### src/rtl/melody_sequencer.sv
// Melody ROM player: fetches 16-bit entries in address order, decodes pitch and
// duration, and drives a tone generator with per-note articulation gaps.
module melody_sequencer #(
   parameter int unsigned ADDR_WIDTH     = 7,
   parameter int unsigned MELODY_LEN     = 16,
   parameter int unsigned TICKS_PER_16TH = 1000000,
   parameter int unsigned GAP_TICKS      = 1000
) (
   input  logic                  clk,
   input  logic                  rst_n,
   input  logic                  enable,
   input  logic                  loop,
   output logic [ADDR_WIDTH-1:0] rom_addr,
   input  logic [15:0]           rom_data,
   output logic [7:0]            note_pitch,
   output logic                  tone_on,
   output logic                  note_start,
   output logic                  busy,
   output logic                  done
);

   localparam int unsigned PRESC_W = (TICKS_PER_16TH > 1) ? $clog2(TICKS_PER_16TH) : 1;
   localparam int unsigned GAP_W   = (GAP_TICKS > 1) ? $clog2(GAP_TICKS) : 1;
   localparam logic [PRESC_W-1:0]    PRESC_LOAD = PRESC_W'(TICKS_PER_16TH - 1);
   localparam logic [GAP_W-1:0]      GAP_LOAD   = GAP_W'((GAP_TICKS > 0) ? GAP_TICKS - 1 : 0);
   localparam logic [ADDR_WIDTH-1:0] LAST_ADDR  = ADDR_WIDTH'(MELODY_LEN - 1);
   localparam logic [7:0]            REST_CODE  = 8'h80;

   typedef enum logic [2:0] {
      StIdle,
      StFetch,
      StLatch,
      StPlay,
      StGap,
      StAdvance,
      StDone
   } state_e;

   state_e                  state_q, state_d;
   logic [ADDR_WIDTH-1:0]   addr_q, addr_d;
   logic [7:0]              pitch_q, pitch_d;
   logic                    rest_q, rest_d;
   logic [4:0]              units_q, units_d;
   logic [PRESC_W-1:0]      presc_q, presc_d;
   logic [GAP_W-1:0]        gap_q, gap_d;
   logic                    start_q, start_d;
   logic                    go_idle;

   // Articulation bits of the ROM word carry no meaning for playback.
   logic unused_rom_bits;
   assign unused_rom_bits = ^rom_data[7:6];

   function automatic logic [4:0] dur_units(input logic [5:0] dur);
      logic [4:0] u;
      case (dur)
         6'd0:    u = 5'd1;
         6'd1:    u = 5'd2;
         6'd2:    u = 5'd4;
         6'd3:    u = 5'd8;
         6'd4:    u = 5'd16;
         6'd5:    u = 5'd3;
         default: u = 5'd1;
      endcase
      return u;
   endfunction

   always_comb begin
      state_d = state_q;
      addr_d  = addr_q;
      pitch_d = pitch_q;
      rest_d  = rest_q;
      units_d = units_q;
      presc_d = presc_q;
      gap_d   = gap_q;
      start_d = 1'b0;
      go_idle = 1'b0;

      unique case (state_q)
         StIdle: begin
            if (enable) state_d = StFetch;
         end
         StFetch: begin
            state_d = StLatch;
         end
         StLatch: begin
            rest_d = (rom_data[15:8] == REST_CODE);
            if (rom_data[15:8] != REST_CODE) pitch_d = rom_data[15:8];
            units_d = dur_units(rom_data[5:0]);
            presc_d = PRESC_LOAD;
            start_d = 1'b1;
            state_d = StPlay;
         end
         StPlay: begin
            if (presc_q == '0) begin
               if (units_q == 5'd1) begin
                  units_d = '0;
                  gap_d   = GAP_LOAD;
                  state_d = (GAP_TICKS == 0) ? StAdvance : StGap;
               end else begin
                  units_d = units_q - 5'd1;
                  presc_d = PRESC_LOAD;
               end
            end else begin
               presc_d = presc_q - PRESC_W'(1);
            end
         end
         StGap: begin
            if (gap_q == '0) begin
               state_d = StAdvance;
            end else begin
               gap_d = gap_q - GAP_W'(1);
            end
         end
         StAdvance: begin
            if (addr_q == LAST_ADDR) begin
               if (loop) begin
                  addr_d  = '0;
                  state_d = StFetch;
               end else begin
                  state_d = StDone;
               end
            end else begin
               addr_d  = addr_q + ADDR_WIDTH'(1);
               state_d = StFetch;
            end
         end
         StDone: begin
            if (!enable) go_idle = 1'b1;
         end
         default: begin
            go_idle = 1'b1;
         end
      endcase

      // Dropping enable mid-melody discards the note entirely; abort beats expiry.
      if (!enable && state_q != StIdle && state_q != StDone) go_idle = 1'b1;

      if (go_idle) begin
         state_d = StIdle;
         addr_d  = '0;
         pitch_d = '0;
         rest_d  = 1'b0;
         units_d = '0;
         presc_d = '0;
         gap_d   = '0;
         start_d = 1'b0;
      end
   end

   always_ff @(posedge clk) begin
      if (!rst_n) begin
         state_q <= StIdle;
         addr_q  <= '0;
         pitch_q <= '0;
         rest_q  <= 1'b0;
         units_q <= '0;
         presc_q <= '0;
         gap_q   <= '0;
         start_q <= 1'b0;
      end else begin
         state_q <= state_d;
         addr_q  <= addr_d;
         pitch_q <= pitch_d;
         rest_q  <= rest_d;
         units_q <= units_d;
         presc_q <= presc_d;
         gap_q   <= gap_d;
         start_q <= start_d;
      end
   end

   assign rom_addr   = addr_q;
   assign note_pitch = pitch_q;
   assign tone_on    = (state_q == StPlay) && !rest_q;
   assign note_start = start_q;
   assign busy       = (state_q != StIdle) && (state_q != StDone);
   assign done       = (state_q == StDone);

endmodule

### config.mk
export PLATFORM = sky130hd
export DESIGN_NAME = melody_sequencer
export DESIGN_NICKNAME = d
export VERILOG_FILES = /design/src/rtl/melody_sequencer.sv
export SDC_FILE = /design/constraint.sdc
export NUM_CORES = 1
export LEC_CHECK = 0
export ABC_AREA = 1
export CORE_UTILIZATION = 65
export DETAILED_ROUTE_END_ITERATION = 8
export DONT_BUFFER_PORTS = 1
export PLACE_DENSITY = 0.84
export SYNTH_ARGS = -nofsm -noshare
export SYNTH_HDL_FRONTEND = slang
export SYNTH_SLANG_ARGS = --single-unit
### constraint.sdc
create_clock -name clk -period 2.7 [get_ports clk]
set_input_delay 0.405 -clock clk [delete_from_list [all_inputs] [get_ports clk]]
set_output_delay 0.405 -clock clk [all_outputs]
set_load 0.005 [all_outputs]
==> results of run 1 <==
==> routing by layer <==
metal | vias up | track usage [%]
li1 | 1617 | -
met1 | 1392 | 33.4
met2 | 72 | 47.4
met3 | 7 | 5.01
met4 | 0 | 9.22
met5 | - | 0
==> cells in the mapped netlist, types with 3 or more instances <==
master / n
nand2_2: 3
nor3_1: 4
buf_2: 3
nand4_1: 21
nor3b_1: 3
o21ai_0: 14
inv_2: 14
nor2_4: 4
o21ai_1: 15
or2_2: 6
nand3_1: 27
nand3_2: 10
ha_1: 8
nand2_1: 105
nor3_2: 4
inv_1: 35
nor2_1: 86
nand3b_1: 5
nand2_4: 3
a21oi_2: 9
xor2_1: 6
a21oi_1: 24
dfxtp_1: 55
==> area by class of cell <==
cell class	count	area, µm²
clock buffer	6	82.6
clock inverter	2	16.3
fill	416	1340
inverter	50	190
multi-input combinational	378	2050
sequential	55	1100
tap	67	83.8
timing repair buffer	2	15.0
==> kinds of logic after synthesis <==
group                      after synthesis  synth area share, %
and+or+nand+nor                        288                 41.8
AOI/OAI and AO/OA                       74                 13.5
buffers and inverters                   59                 7.36
DFF                                     55                 32.4
xor gates and xnor gates                 8                 2.06
adders and majority gates                8                 2.94
==> sequential cells by signal (all words and copies together), names as in the netlist <==
signal / count
presc_q: 20
gap_q: 10
note_pitch: 8
rom_addr: 7
units_q: 5
state_q: 3
note_start: 1
rest_q: 1
==> worst paths after layout <==
path                           endpoint  depth (start not counted)  slack [ns]               startpoint
max               gap_q[5]$_SDFFE_PP0P_                         10        0.70  presc_q[0]$_SDFFE_PP0P_
min          note_pitch[2]$_SDFFE_PP0P_                          2        0.22             rom_data[10]
max reg2reg       gap_q[5]$_SDFFE_PP0P_                         10        0.70  presc_q[0]$_SDFFE_PP0P_
min reg2reg       gap_q[6]$_SDFFE_PP0P_                          2        0.50    gap_q[6]$_SDFFE_PP0P_
==> power by group through the flow <==
stage | clock (mW) | sequential (mW) | combinational, mW
floorplan | 0 | 1.21 | 2.27
global placement | 0 | 1.25 | 2.63
detailed placement | 0 | 1.25 | 2.69
CTS | 0.492 | 1.24 | 2.71
global route | 0.523 | 1.28 | 3.03
finish | 0.486 | 1.24 | 2.72
==> metrics by stage <==
stage / total power, mW / instance area (µm²) / util (%) / hold slack, ns / cells
finish: 4.44 / 3540 / 72.5 / 0.225 / 560
global route: 4.83 / 3540 / 72.5 / 0.230 / 560
CTS: 4.44 / 3540 / 72.5 / 0.220 / 560
detailed placement: 3.95 / 3440 / 70.5 / 0.485 / 552
global placement: 3.88 / 3440 / 70.5 / 0.472 / 552
floorplan: 3.48 / 3400 / - / 0.458 / 492
==> impl_metrics.csv, run 1 <==
group,metric,value,unit
status,status,"finished clean",
setup_path,path_common_cell,"nand2_1",
pwr,switching_share,50.6,%
detailed_routing,wl_met3,331,µm
setup_path,critPathRequiredTime,2.89,ns
placement,pre_cts_ws,0.727,ns
yosys,synth-edff-count,0,
detailed_routing,wire_per_inst,12.4,µm
sta,fin_crit,2.00,ns
setup_path,crit_fanout,14,
floorplan,die_h,74.3,µm
placement,dp_hpwl,4.97,mm
detailed_routing,ant_nets,0,
pwr,p_switching,2.25,mW
pwr,seq_power_share,27.9,%
layout,antennaDiodeCount,0,
yosys,synth_top_area_share,32.4,%
yosys,seq_area_frac_synth,32.4,%
floorplan,ios,39,
setup_path,critical_path_class,"reg2reg",
pwr,p_leak,1.51,nW
global_route,grt_max_degree,29,
yosys,synth.avg_cell_area,6.91,µm²
detailed_routing,wl_met2,3.27,mm
sta,final-setup-viol-count,0,
pwr,share_clk_of_total_power,10.9,%
sta,clock_skew,0.00549,ns
yosys,synth_area,3400,µm²
setup_path,path_delay_family,"simple AND/OR/NAND/NOR gates",
sta,fmax,501,MHz
floorplan,start_util,69.7,%
detailed_routing,drt-met1-wl,3.28,mm
global_route,grt_usage,27.0,%
pwr,vdd_drop_max,0.740,mV
placement,place_congestion,0.930,
yosys,syn_inst,492,
setup_path,cp_slowest_stage_delay,0.32,ns
detailed_routing,drt_iter0_drc,233,
min_path,hold_path_class,"in2reg",
setup_path,path_buf_inv,2,
cts,cts_buffer_depth,2,
yosys,synth_fp_nets,520,
global_route,grt_pass1_vias,2803,
setup_path,cp_cell_sequence,"inv_1 > ha_1 > nand2_1 > nor2_2 > nand3_4 > a21oi_4 > buf_4 > nand2_4 > nand2_1 > a21oi_2",
yosys,synth_cell_types,44,
pwr,p_comb_share,61.1,%
sta,rsz0062_at_grt,"false",
yosys,synth_top_area_cell,"dfxtp_1",
cts,cts_hold_buf,0,
layout,area_growth,4.05,%
sta,period_share,73.9,%
detailed_routing,drc,0,
global_route,grt-ovfl-total,0,
setup_path,slowest_stage,"dfxtp_1",
yosys,ys.flop_type,"dfxtp_1",
yosys,ys.warnings.count,0,
yosys,synth.area.top_cells,"dfxtp_1 32%, nand2_1 12%, nor2_1 9.5%",
cts,cts_tree,"yes",
cts,cts_sinks,55,
layout,layout_commonest_cell,"nand2_1",
floorplan,dieArea,5530,µm²
cts,cts-resized-gates,0,
detailed_routing,firstDrtPassIters,4,
cts,cts-root-buf,"clkbuf_8",
pwr,p_per_area,1260,nW/µm²
pwr,internal_power,2.20,mW
layout,nNetsFinal,520,
setup_path,cp.arrival,2.19,ns
sta,max_slew_margin,65.2,%
setup_path,start_kind,"flip-flop",
floorplan,rows,25,
sta,final-hold-violation-count,0,
floorplan,die_w,74.3,µm
layout,final_cell_mix,"105 x nand2_1, 86 x nor2_1, 55 x dfxtp_1",
cts,cts_setup_buffers,0,
sta,slew_viol_final,0,
global_route,grt_first_pass_wirelength,11.7,mm
global_route,antenna_found_initial,0,
detailed_routing,wirelength,6.94,mm
sta,fin_ws,0.704,ns
detailed_routing,avgViaCountPerCell,5.51,
placement,io_buffer_count,0,
sta,tightest_slew,0.515,ns
detailed_routing,vias,3088,
cts,numCtsBuffers,5,
detailed_routing,top_layer,"met4",
layout,drive_gt1_share,15.0,%
job,cap_violations,0,
setup_path,critPathCaptureType,"flip-flop",
floorplan,core_area,4880,µm²
cts,worstSkewPairLatency,0.31,ns
cts,path_clk_slew,0.10,ns
cts,cts-htree-levels,2,
yosys,async_flop_share,0,%
sta,setup_tns,0,ns
yosys,synth_seq_cells,55,
Power figures use the tool's default switching activity.
==> run 2: changes to the inputs <==
Settings changed: CORE_UTILIZATION 65 to 58, PLACE_DENSITY 0.84 to 0.79.
Clock period 2.7 ns to 1.7 ns, I/O delays scaled along.
==> run 2 against run 1 <==
The run now ends with setup timing left. Wire length grew 17%. Clock-buffer cell count did not move. First-iteration DRC count fell by 11%. Cell area up 15%. Register-to-register slack worse by 0.71 ns. Clock power is 89% higher. Non-clock buffer count up 44. Final cell count grew 8.9%. Combinational power grew 100%. Clock skew is 0.0048 ns higher. Setup slack lost 0.71 ns. Critical path type unchanged. Largest cell class unchanged. Highest routed layer unchanged.
==> impl_metrics.csv, run 2 (synthesis results as in run 1) <==
group,metric,value,unit
status,violations,"setup timing",
global_route,grtUsageMet1,32.8,%
detailed_routing,firstDrtPassIters,5,
pwr,p_leak,1.78,nW
global_route,grtUsageMet3,4.65,%
sta,final-hold-violation-count,0,
layout,drive_gt1_share,27.5,%
layout,top_register,"presc_q",
sta,period_share,100,%
cts,cts_buffer_depth,2,
floorplan,core_area,5570,µm²
setup_path,reg2reg_depth,9,
floorplan,ios,39,
layout,fillers,413,
sta,fmax,587,MHz
status,status,"finished, violations left",
layout,layout_commonest_cell,"nand2_1",
cts,worstSkewPairLatency,0.32,ns
detailed_routing,ant_nets,0,
global_route,grt_max_degree,19,
setup_path,crit_fanout,4,
min_path,hold_depth,2,
layout,largest_reg_flops,20,
floorplan,die_w,78.6,µm
setup_path,critical_path_class,"reg2reg",
cts,numCtsBuffers,5,
global_route,antenna_found_initial,0,
layout,utilization,73.2,%
sta,clock_skew,0.0103,ns
sta,fin_ws,-0.00310,ns
layout,regArea,1120,µm²
floorplan,die_h,78.6,µm
sta,final-setup-viol-count,1,
layout,multiInputGateArea,2170,µm²
detailed_routing,wire_per_inst,13.3,µm
sta,max_slew_margin,67.0,%
floorplan,dieArea,6180,µm²
placement,placedCellCount,595,
cts,cts_hold_buf,0,
global_route,top_usage_layer,"met2",
layout,nNetsFinal,565,
setup_path,start_kind,"flip-flop",
layout,final_cell_mix,"99 x nand2_1, 80 x nor2_1, 45 x dfxtp_1",
sta,fin_hold_ws,0.0723,ns
cts,cts-htree-levels,2,
pwr,vdd_drop_max,1.04,mV
layout,antennaDiodeCount,0,
detailed_routing,wirelength,8.14,mm
floorplan,rows,27,
global_route,grt_pass1_vias,3051,
job,cap_violations,0,
detailed_routing,drc,0,
sta,rsz0062_at_grt,"true",
cts,cts_tree,"yes",
cts,cts-root-buf,"clkbuf_8",
global_route,grt-ovfl-total,0,
layout,final_cells,610,
sta,tightest_slew,0.488,ns
pwr,finalPower,8.46,mW
setup_path,critPathRequiredTime,1.92,ns
detailed_routing,avgViaCountPerCell,5.62,
sta,slew_viol_final,0,
detailed_routing,drt_iter0_drc,208,
global_route,gr-usage-met2,43.5,%
placement,dp_hpwl,5.58,mm
layout,area_growth,19.9,%
min_path,hold_path_class,"in2reg",
placement,place_congestion,0.901,
setup_path,cp.arrival,1.92,ns
floorplan,start_util,61.0,%
pwr,p_per_area,2070,nW/µm²
placement,pre_cts_ws,0.0378,ns
detailed_routing,vias,3431,
global_route,grt_first_pass_wirelength,12.9,mm
placement,io_buffer_count,0,
setup_path,critPathCaptureType,"flip-flop",
cts,cts_sinks,55,
sta,fin_crit,1.70,ns
global_route,grt_usage,25.8,%
cts,path_clk_slew,0.10,ns
==> run 2: cell count changes in the layout (fill, tap and decap cells not counted), moves of 5 or more <==
cell and delta:
buf_4 +39, dfxtp_1 -10, dfxtp_2 +9, nand2_1 -6
nand2_4 +5, nor2_1 -6
==> run 2: cell type report <==
cell class / instances / share of cell area, %
repair buffers: 46 / 9.48
flip-flops and latches: 55 / 27.4
well taps: 72 / 2.21
clock inverters: 2 / 0.859
clock buffers: 6 / 2.03
inverters: 50 / 4.85
multi-input cells: 379 / 53.2
==> run 2: worst max-delay path, stage by stage, from the launching register on <==
cell and delay, ns:
dfxtp_1 0.33, buf_4 0.14, nor2_1 0.19, nand2_1 0.16
nor2_1 0.21, nand4_1 0.21, a21oi_1 0.18, o21ai_0 0.09
nand2_1 0.06, nor2_1 0.03
==> run 2: repair_timing <==
action,4_1_cts,5_1_grt
setup buffers,1,4
gates resized for setup,0,48
cloned,0,2
setup endpoints to repair,1,45
pin swaps,1,17
==> run 2: metrics by stage <==
stage                     TNS (ns)  cell area (µm²)
after floorplan                  0             3400
after detailed placement         0             3740
after CTS                        0             3870
after global placement           0             3740
after global routing        -0.784             4080
final                     -0.00310             4080
==> run 2: path summary, 6_finish.rpt <==
path                                 start                    endpoint  slack [ns]
setup reg to reg  presc_q[12]$_SDFFE_PP0P_    presc_q[17]$_SDFFE_PP0P_      -0.003
hold / removal                rom_data[10]  note_pitch[2]$_SDFFE_PP0P_        0.07
hold reg to reg    presc_q[6]$_SDFFE_PP0P_     presc_q[6]$_SDFFE_PP0P_        0.50
setup / recovery  presc_q[12]$_SDFFE_PP0P_    presc_q[17]$_SDFFE_PP0P_      -0.003
==> run 2: power by group <==
part	total, mW	switching [mW]	internal [mW]
sequential	1.97	0.334	1.63
clock	0.919	0.442	0.478
combinational	5.57	3.26	2.31
total	8.46	4.04	4.42
==> run 2: routing by layer <==
layer	wire length, µm	share of wire, %	up-vias
met2	3880	48	115
li1	-	-	1722
met1	3660	45	1583
met5	0	0	-
met4	92	1.1	0
met3	508	6.2	11
